==> src/rtl/seed_extend_seq_pkg.sv <==
// Shared constants, payload types and enums for the FM-index seed extension sequencer.
package seed_extend_seq_pkg;

  localparam int unsigned MAX_LEN = 256;
  localparam int unsigned AW      = $clog2(MAX_LEN);
  localparam int unsigned KLS_W   = 40;
  localparam int unsigned SYM_W   = 3;

  typedef logic [SYM_W-1:0] symbol_t;
  typedef logic [KLS_W-1:0] kls_t;

  // Symbol codes at or above this value are ambiguous (N and friends).
  localparam symbol_t SYM_AMBIG_MIN = SYM_W'(4);

  localparam logic DirForward  = 1'b0;
  localparam logic DirBackward = 1'b1;

  typedef struct packed {
    kls_t k;
    kls_t l;
    kls_t s;
  } bi_intv_t;

  typedef enum logic [1:0] {
    MODE_FWD   = 2'd0,
    MODE_BWD   = 2'd1,
    MODE_BIDIR = 2'd2
  } seq_mode_e;

  typedef enum logic [2:0] {
    ST_IDLE,
    ST_FWD_RD,
    ST_FWD_REQ,
    ST_FWD_WAIT,
    ST_BWD_RD,
    ST_BWD_REQ,
    ST_BWD_WAIT,
    ST_DONE
  } seq_state_e;

  // The reserved mode encoding behaves as forward-then-backward.
  function automatic seq_mode_e decode_mode(input logic [1:0] m);
    case (m)
      2'd0:    return MODE_FWD;
      2'd1:    return MODE_BWD;
      default: return MODE_BIDIR;
    endcase
  endfunction

endpackage

==> src/rtl/seed_extend_seq_query_ram.sv <==
// Query symbol buffer: one write port, one synchronous read port (1-cycle latency).
module seq_query_ram #(
  parameter int unsigned DEPTH  = 256,
  parameter int unsigned WIDTH  = 3,
  parameter int unsigned ADDR_W = 8
) (
  input  logic              clk,
  input  logic              we,
  input  logic [ADDR_W-1:0] wr_addr,
  input  logic [WIDTH-1:0]  wr_data,
  input  logic [ADDR_W-1:0] rd_addr,
  output logic [WIDTH-1:0]  rd_data
);

  logic [WIDTH-1:0] mem [DEPTH];

  always_ff @(posedge clk) begin
    if (we) mem[wr_addr] <= wr_data;
    rd_data <= mem[rd_addr];
  end

endmodule

==> src/rtl/seed_extend_seq.sv <==
// Sequences bidirectional FM-index extension over a buffered query, one core request per symbol.
module seed_extend_seq
  import seed_extend_seq_pkg::*;
(
  input  logic             clk,
  input  logic             rst_n,
  input  logic             cfg_valid,
  input  logic [KLS_W-1:0] cfg_bwt_len,
  input  logic             q_wr,
  input  logic [AW-1:0]    q_addr,
  input  logic [SYM_W-1:0] q_sym,
  input  logic             start,
  input  logic [1:0]       mode,
  input  logic [AW:0]      q_len,
  input  logic [AW-1:0]    pivot,
  input  logic [KLS_W-1:0] min_intv,
  output logic             busy,
  output logic             res_valid,
  output logic [KLS_W-1:0] res_k,
  output logic [KLS_W-1:0] res_l,
  output logic [KLS_W-1:0] res_s,
  output logic [AW-1:0]    res_beg,
  output logic [AW:0]      res_end,
  output logic [SYM_W-1:0] ext_a,
  output logic             ext_dir,
  output logic [KLS_W-1:0] ext_k,
  output logic [KLS_W-1:0] ext_l,
  output logic [KLS_W-1:0] ext_s,
  output logic             ext_start,
  input  logic [KLS_W-1:0] ext_k_in,
  input  logic [KLS_W-1:0] ext_l_in,
  input  logic [KLS_W-1:0] ext_s_in,
  input  logic             ext_finish
);

  seq_state_e state_q, state_d;
  seq_mode_e  mode_q, mode_d;
  bi_intv_t   intv_q, intv_d, ext_q, ext_d, res_q, res_d, core_res;
  logic [AW-1:0] pos_q, pos_d, pivot_q, pivot_d, beg_q, beg_d, res_beg_q, res_beg_d;
  logic [AW:0]   end_q, end_d, qlen_q, qlen_d, res_end_q, res_end_d;
  kls_t          min_q, min_d, bwt_len_q, bwt_len_d;
  symbol_t       ext_a_q, ext_a_d, rd_data;
  logic          busy_q, busy_d, res_valid_q, res_valid_d, ext_start_q, ext_start_d;
  logic          ext_dir_q, ext_dir_d;
  logic          ram_we, accept, fwd_last;
  seq_state_e    fwd_exit;

  seq_query_ram #(.DEPTH(MAX_LEN), .WIDTH(SYM_W), .ADDR_W(AW)) u_ram (
    .clk     (clk),
    .we      (ram_we),
    .wr_addr (q_addr),
    .wr_data (q_sym),
    .rd_addr (pos_q),
    .rd_data (rd_data)
  );

  assign core_res = '{k: ext_k_in, l: ext_l_in, s: ext_s_in};
  assign accept   = (ext_s_in != '0) && (ext_s_in >= min_q);
  assign fwd_last = ({1'b0, pos_q} == (qlen_q - (AW+1)'(1)));
  // Forward hands over to backward only in bidirectional mode with room left of the pivot.
  assign fwd_exit = (mode_q == MODE_BIDIR && pivot_q != '0) ? ST_BWD_RD : ST_DONE;
  assign ram_we   = q_wr && (state_q == ST_IDLE) && !busy_q;

  always_comb begin
    state_d     = state_q;
    mode_d      = mode_q;
    intv_d      = intv_q;
    pos_d       = pos_q;
    beg_d       = beg_q;
    end_d       = end_q;
    qlen_d      = qlen_q;
    pivot_d     = pivot_q;
    min_d       = min_q;
    bwt_len_d   = cfg_valid ? cfg_bwt_len : bwt_len_q;
    busy_d      = busy_q && !res_valid_q;
    res_valid_d = 1'b0;
    res_d       = res_q;
    res_beg_d   = res_beg_q;
    res_end_d   = res_end_q;
    ext_start_d = 1'b0;
    ext_a_d     = ext_a_q;
    ext_dir_d   = ext_dir_q;
    ext_d       = ext_q;

    unique case (state_q)
      ST_IDLE: begin
        if (start && !busy_q) begin
          busy_d  = 1'b1;
          qlen_d  = q_len;
          pivot_d = pivot;
          min_d   = min_intv;
          mode_d  = decode_mode(mode);
          intv_d  = '{k: '0, l: '0, s: bwt_len_q};
          pos_d   = pivot;
          beg_d   = pivot;
          end_d   = {1'b0, pivot};
          if (q_len == '0 || {1'b0, pivot} >= q_len) state_d = ST_DONE;
          else if (decode_mode(mode) == MODE_BWD)    state_d = ST_BWD_RD;
          else                                       state_d = ST_FWD_RD;
        end
      end
      ST_FWD_RD: state_d = ST_FWD_REQ;
      ST_FWD_REQ: begin
        if (rd_data >= SYM_AMBIG_MIN) begin
          state_d = fwd_exit;
          pos_d   = pivot_q - AW'(1);
        end else begin
          ext_start_d = 1'b1;
          ext_a_d     = rd_data;
          ext_dir_d   = DirForward;
          ext_d       = intv_q;
          state_d     = ST_FWD_WAIT;
        end
      end
      ST_FWD_WAIT: begin
        if (ext_finish) begin
          if (accept) begin
            intv_d = core_res;
            end_d  = {1'b0, pos_q} + (AW+1)'(1);
          end
          if (accept && !fwd_last) begin
            pos_d   = pos_q + AW'(1);
            state_d = ST_FWD_RD;
          end else begin
            pos_d   = pivot_q - AW'(1);
            state_d = fwd_exit;
          end
        end
      end
      ST_BWD_RD: state_d = ST_BWD_REQ;
      ST_BWD_REQ: begin
        if (rd_data >= SYM_AMBIG_MIN) begin
          state_d = ST_DONE;
        end else begin
          ext_start_d = 1'b1;
          ext_a_d     = rd_data;
          ext_dir_d   = DirBackward;
          ext_d       = intv_q;
          state_d     = ST_BWD_WAIT;
        end
      end
      ST_BWD_WAIT: begin
        if (ext_finish) begin
          if (accept) begin
            intv_d = core_res;
            beg_d  = pos_q;
            // Backward-only runs cover the pivot itself once anything is accepted.
            if (mode_q == MODE_BWD) end_d = {1'b0, pivot_q} + (AW+1)'(1);
          end
          if (accept && pos_q != '0) begin
            pos_d   = pos_q - AW'(1);
            state_d = ST_BWD_RD;
          end else begin
            state_d = ST_DONE;
          end
        end
      end
      ST_DONE: begin
        res_valid_d = 1'b1;
        res_d       = intv_q;
        res_beg_d   = beg_q;
        res_end_d   = end_q;
        state_d     = ST_IDLE;
      end
      default: state_d = ST_IDLE;
    endcase
  end

  always_ff @(posedge clk or negedge rst_n) begin
    if (!rst_n) begin
      state_q     <= ST_IDLE;
      mode_q      <= MODE_FWD;
      intv_q      <= '0;
      pos_q       <= '0;
      beg_q       <= '0;
      end_q       <= '0;
      qlen_q      <= '0;
      pivot_q     <= '0;
      min_q       <= '0;
      bwt_len_q   <= '0;
      busy_q      <= 1'b0;
      res_valid_q <= 1'b0;
      res_q       <= '0;
      res_beg_q   <= '0;
      res_end_q   <= '0;
      ext_start_q <= 1'b0;
      ext_a_q     <= '0;
      ext_dir_q   <= 1'b0;
      ext_q       <= '0;
    end else begin
      state_q     <= state_d;
      mode_q      <= mode_d;
      intv_q      <= intv_d;
      pos_q       <= pos_d;
      beg_q       <= beg_d;
      end_q       <= end_d;
      qlen_q      <= qlen_d;
      pivot_q     <= pivot_d;
      min_q       <= min_d;
      bwt_len_q   <= bwt_len_d;
      busy_q      <= busy_d;
      res_valid_q <= res_valid_d;
      res_q       <= res_d;
      res_beg_q   <= res_beg_d;
      res_end_q   <= res_end_d;
      ext_start_q <= ext_start_d;
      ext_a_q     <= ext_a_d;
      ext_dir_q   <= ext_dir_d;
      ext_q       <= ext_d;
    end
  end

  assign busy      = busy_q;
  assign res_valid = res_valid_q;
  assign res_k     = res_q.k;
  assign res_l     = res_q.l;
  assign res_s     = res_q.s;
  assign res_beg   = res_beg_q;
  assign res_end   = res_end_q;
  assign ext_start = ext_start_q;
  assign ext_a     = ext_a_q;
  assign ext_dir   = ext_dir_q;
  assign ext_k     = ext_q.k;
  assign ext_l     = ext_q.l;
  assign ext_s     = ext_q.s;

endmodule

==> config.mk <==
export PLATFORM = sky130hd
export DESIGN_NAME = seed_extend_seq
export DESIGN_NICKNAME = d
export VERILOG_FILES = /design/src/rtl/seed_extend_seq_pkg.sv /design/src/rtl/seed_extend_seq_query_ram.sv /design/src/rtl/seed_extend_seq.sv
export SDC_FILE = /design/constraint.sdc
export NUM_CORES = 2
export LEC_CHECK = 0
export ABC_AREA = 1
export CORE_MARGIN = 1.5
export CORE_UTILIZATION = 50
export DETAILED_ROUTE_END_ITERATION = 16
export HOLD_SLACK_MARGIN = 0.06
export PLACE_DENSITY = 0.71
export SLEW_MARGIN = 20
export SYNTH_ARGS = -nofsm -noshare
export SYNTH_HDL_FRONTEND = slang
export SYNTH_SLANG_ARGS = --single-unit
==> constraint.sdc <==
create_clock -name clk -period 2.4 [get_ports clk]
set_input_delay 0.36 -clock clk [delete_from_list [all_inputs] [get_ports clk]]
set_output_delay 0.36 -clock clk [all_outputs]
set_load 0.01 [all_outputs]
Yosys cells after proc, flatten, opt, wreduce, memory -nomap -nowiden
Memories as Yosys holds them, arrays and structs flattened. A register that Yosys moved wholly into a read port is not among the register bits.
Index checks and enable logic that the tools add are counted.
{"block": "classes", "eq_ne": 24, "reduce_logical": 33, "n_mux": 46, "multipliers": 0, "n_addsub": 6, "n_shift": 0, "n_div": 0, "magnitude_cmp": 3, "bitwise": 1}
{"operator": "$mux W120", "count": 3}
{"operator": "$pmux W120 S2", "count": 1}
{"operator": "$mux W8", "count": 8}
{"operator": "$mux W9", "count": 6}
{"operator": "$ge A40 B40 Y1", "count": 1}
{"operator": "$reduce_bool A40 Y1", "count": 1}
{"operator": "$pmux W8 S4", "count": 1}
{"operator": "$pmux W9 S3", "count": 1}
{"operator": "$pmux W3 S8", "count": 1}
{"operator": "$mux W3", "count": 7}
{"operator": "$add A8 B1 Y9 const B", "count": 2}
{"operator": "$ne A2 B2 Y1 const B", "count": 9}
{"operator": "$pmux W8 S2", "count": 1}
{"operator": "$reduce_bool A8 Y1", "count": 2}
{"operator": "$sub A8 B1 Y8 const B", "count": 2}
{"operator": "$eq A3 B3 Y1 const B", "count": 4}
{"operator": "$mux W1", "count": 10}
{"operator": "$mux W2", "count": 5}
{"operator": "$eq A8 B9 Y1", "count": 1}
{"operator": "$ge A8 B9 Y1", "count": 1}
{"operator": "$logic_not A9 Y1", "count": 1}
{"operator": "$sub A9 B1 Y9 const B", "count": 1}
{"operator": "$add A8 B1 Y8 const B", "count": 1}
{"operator": "$logic_and A1 B1 Y1", "count": 8}
{"operator": "22 further kinds", "count": 35}
{"block": "totals", "input_bits": 236, "register_bits": 511, "ramBits": 768, "elab_cells": 139, "latch_bits": 0, "memories": 1, "rom_bits": 0, "out_inout_bits": 264}
{"memory": "u_ram.mem", "words": 256, "width": 3, "read_ports": 1, "rd_ports_with_merged_regs": 1, "wr": 1, "line_no": "seed_extend_seq_query_ram.sv:15", "text": "logic [WIDTH-1:0] mem [DEPTH];"}

Longest topological paths before layout
{"block": "depth", "word_depth": 10, "ltp_mapped": 20, "mapped_depth_nobuf": 18}

Cells and area by module
A second synthesis with hierarchy kept.
{"block": "unflattened", "hier_cells": 5400, "area_unflattened_um2": 54747.5}
{"module": "seq_query_ram", "cells_per_inst": 2887, "n_inst": 1, "seq_area_each_um2": 23122.2, "area_per_inst_um2": 32456.1}
{"module": "seed_extend_seq", "cells_per_inst": 2513, "n_inst": 1, "seq_area_each_um2": 12787.3, "area_per_inst_um2": 22291.4}

Worst setup path before layout
Ideal clock, no wire load.
{"block": "synth_path", "path_kind": "input port to flip-flop", "from": "input port ext_s_in[31]", "to": "register intv_q[100] (netlist name)", "path_slack_ps": 341, "path_buffers": 2, "path_stages": 13, "t_arrival_ps": 1938, "path_cell_list": "ha_1 > nand2_1 > nor2_1 > and2_1 > nand2_1 > nand3b_1 > nand4_2 > and2_4 > nand3_2 > nand2_4 > buf_6 > buf_2 > o21ai_1"}
{"block": "synth_via", "elab_chain_len": 4, "word_cells_on_any_way": 5, "cone_classes": "1 x order compare; 1 x eq/ne; 3 x reduce/logical"}
{"item": "start, declared", "line_no": "seed_extend_seq.sv:32", "text": "input logic [KLS_W-1:0] ext_s_in,"}
{"item": "$ge A40 B40 Y1 or $reduce_bool A40 Y1 (tied branches)", "line_no": "seed_extend_seq.sv:58", "text": "assign accept = (ext_s_in != '0) && (ext_s_in >= min_q);"}
{"item": "$logic_and A1 B1 Y1 *", "line_no": "seed_extend_seq.sv:58"}
{"item": "$ne A2 B1 Y1 (no source line) *"}
{"item": "$reduce_and A4 Y1 (no source line) *"}
{"item": "end signal, assigned", "line_no": "seed_extend_seq.sv:193", "text": "intv_q <= intv_d;"}
{"item": "end, declared", "line_no": "seed_extend_seq.sv:38", "text": "bi_intv_t intv_q, intv_d, ext_q, ext_d, res_q, res_d, core_res;"}
Mark *: on every way between the ends. The rest lies on a longest branch, timed or not.
A chain may end at the register's enable or synchronous reset.

Worst setup path in the final report
{"block": "layout_path", "from": "register min_q[35]", "to": "register intv_q[4] (netlist name)"}
{"block": "layout_via", "elab_chain_len": 4}
{"item": "start, declared", "line_no": "seed_extend_seq.sv:41", "text": "kls_t min_q, min_d, bwt_len_q, bwt_len_d;"}
{"item": "start signal, assigned", "line_no": "seed_extend_seq.sv:199", "text": "min_q <= min_d;"}
{"item": "$ge A40 B40 Y1", "line_no": "seed_extend_seq.sv:58"}
{"item": "$logic_and A1 B1 Y1", "line_no": "seed_extend_seq.sv:58"}
{"item": "$ne A2 B1 Y1 (no source line)"}
{"item": "$reduce_and A4 Y1 (no source line)"}
Every way passes these cells.

==> reports/metrics.yaml <==
vdd_ir_drop_max_mv: 0.786
firstDrtPassIters: 8
area_growth_pct: 28.7
nNetsFinal: 5999
dr_total_vias: 41700
top_regs: "u_ram.mem x768, intv_q x120"
slew_headroom_pct: 53.0
antenna_found_initial: 26
drtIter0Drc: 4473
drt-vias-per-instance: 5.78
die_w_um: 330
timing.max_cap.violations: 0
synth_seq_area_share_pct: 67.2
wl_per_cell_um: 23.1
synthArstFlopShare_pct: 39.9
r2r_setup_slack_ns: -0.13
grt_setup_unrepaired: "true"
die_h_um: 330
drt_wl_total_um: 167000
top_register: "u_ram.mem"
numCtsBuffers: 134
crit_path_end_kind: "register"
startpoint_type: "register"
required_ns: 3.02
status: "complete, but fails checks"
worst_r2r_path_depth: 16
hold_viol: 0
io-pin-count: 500
syn_inst: 5056
overflow: 0
ys.warnings.count: 0
synth_edf_count: 768
clock_skew_ns: 0.0341
hold_end: "bwt_len_q[3]"
track_usage_pct: 29.0
leakage_nw: 26.3
critPathArrivalTime_ns: 3.15
clk_pin_slew_worst_paths_ns: 0.06
drc: 0
synth_seq_cells: 1282
gp_congestion: 0.914
fp-row-count: 119
grt_pass1_vias: 39700
p_per_area_nw_per_um2: 1230
post-route-min-period_ns: 2.53
yosys_most_used_dff: "edfxtp_1"
syn_area_per_cell_um2: 10.6
path_max_fanout: 8
min_from: "cfg_valid"
slew_viol_final: 0
synthesis.nets: 5347
clock_path_buffers: 3
design_area_um2: 68800
ant_nets: 0
crit_slowest_cell: "dfrtp_1"
grt_max_degree: 87
hold-path-cell-count: 3
final.period_utilization_pct: 105
start_util_pct: 50.6
max_stage_delay_ns: 0.37
crit_type: "reg2reg"
setup_slack_ns: -0.130
largest_reg_flops: 768
core-area_um2: 106000
hpwl_um: 108000
clkSinkCount: 1282
yosysUniqueCellTypes: 49
hold-worst-slack_ns: 0.148
grt_pass1_wl_um: 238000
htree_num_levels: 4
violations: "negative setup slack"
final_common_cell: "nor2_1"
crit_top_cell: "nand2_1"
numPortBuffers: 499
startpoint: "min_q[35]"
syn_area_um2: 53500
place_area_um2: 61900
die-area_um2: 109000
worstReg2RegStart: "min_q[35]"
worst_slew_pin_slew_ns: 0.698
power.total_mw: 84.6
final_cell_mix: "nor2_1, edfxtp_1, o21ai_0, nand2_1, dfrtp_1"
setup_viol_count_final: 93
r2r_end: "intv_q[4]"
hold_path.class: "in2reg"
drive_gt1_share_pct: 15.7
cts_tree: "yes"
insertion_delay_ns: 0.76
crit_chain: "inv_2 -> ha_4 -> a21oi_2 -> nand2_1 -> nand2_1 -> nand2_1 -> a21oi_2 -> buf_4 -> nand4_4 -> and2_4 -> nand3_4 -> buf_12 -> nand2_8 -> buf_16 -> nand2_2 -> o21ai_1"
cts_root_buf: "clkbuf_16"
fmax_mhz: 395
==> timing repair <==
item                                    4_1_cts  5_1_grt
buffers inserted                             11       19
hold buffers                                  4        0
cloned                                        9       22
resized for setup                           110      355
hold endpoints to repair                    406        0
pin swaps                                    11       54
endpoints found under the setup margin      174      916
==> per-layer routing <==
layer	vias up	part of all wire, %	GRT usage [%]
met5	-	0.060	0
met1	20300	37	36.5
met2	2165	48	48.0
met3	479	9.5	6.43
li1	18800	-	-
met4	18	5.1	13.6
==> through the flow <==
step | utilization (%) | TNS [ns] | setup slack [ns] | instances
CTS | 63.3 | -5.06 | -0.0907 | 7164
global placement | 58.5 | -105.19 | -0.776 | 6902
finish | 65.1 | -5.02 | -0.130 | 7221
floorplan | - | 0 | 0.341 | 5056
detailed placement | 58.5 | -110.38 | -0.838 | 6902
global route | 65.1 | -20.02 | -0.240 | 7216
==> synthesized netlist by cell type, types with 18 or more instances <==
library cell	number	area [um2]
nor2_1	917	3440
edfxtp_1	768	23100
o21ai_0	673	3370
nand2_1	658	2470
dfrtp_1	511	12800
inv_1	288	1080
clkbuf_1	208	781
a21oi_1	204	1020
nand3_1	201	1010
o22ai_1	122	763
o21ai_1	94	470
buf_2	82	410
ha_1	55	688
o211ai_1	53	398
nand4_1	45	282
o221ai_1	45	394
buf_1	20	75.1
buf_6	18	203
==> area by class of cell <==
cell class / instances / area [um2]
Fill cell: 7851 / 36900
Sequential cell: 1282 / 35900
Multi-Input combinational cell: 3152 / 16500
Timing Repair Buffer: 842 / 9110
Clock buffer: 175 / 3690
Tap cell: 1391 / 1740
Inverter: 295 / 1150
Clock inverter: 64 / 628
Antenna cell: 19 / 47.5
Timing Repair inverter: 1 / 11.3
==> cells by family after synthesis <==
kind of cell    Yosys count  share of synthesized area, %
simple gates           1863                          14.0
mux                       4                        0.0843
xor+xnor                 17                         0.279
fa+ha+maj                55                          1.29
buf+inv                 629                          4.92
flops                  1282                          67.2
compound gates         1206                          12.2
==> critical path: cells and delay by family, from the launching register on <==
kind / cells / cell delay [ns]
flops: 1 / 0.37
simple gates: 8 / 0.82
fa+ha+maj: 1 / 0.23
compound gates: 3 / 0.30
buf+inv: 4 / 0.65
==> how the worst max path moves through the flow <==
| stage | endpoint | slack, ns | depth (start not counted) |
|---|---|---|---|
| after global placement | intv_q[119] | -0.78 | 13 |
| after floorplan | intv_q[100] | 0.34 | 13 |
| after CTS | end_q[7] | -0.09 | 15 |
| after global routing | intv_q[85] | -0.24 | 14 |
| final | intv_q[4] | -0.13 | 16 |
| after detailed placement | intv_q[118] | -0.84 | 13 |
==> where the power goes <==
| group | internal [mW] | leakage (nW) | switching (mW) | total, mW |
|---|---|---|---|---|
| Clock | 11.9 | 2.12 | 8.64 | 20.6 |
| Combinational | 13.9 | 11.0 | 20.9 | 34.8 |
| Sequential | 27.1 | 13.2 | 2.08 | 29.2 |
| Total | 52.9 | 26.3 | 31.6 | 84.6 |
No activity file was read; power rests on OpenSTA's default activity.
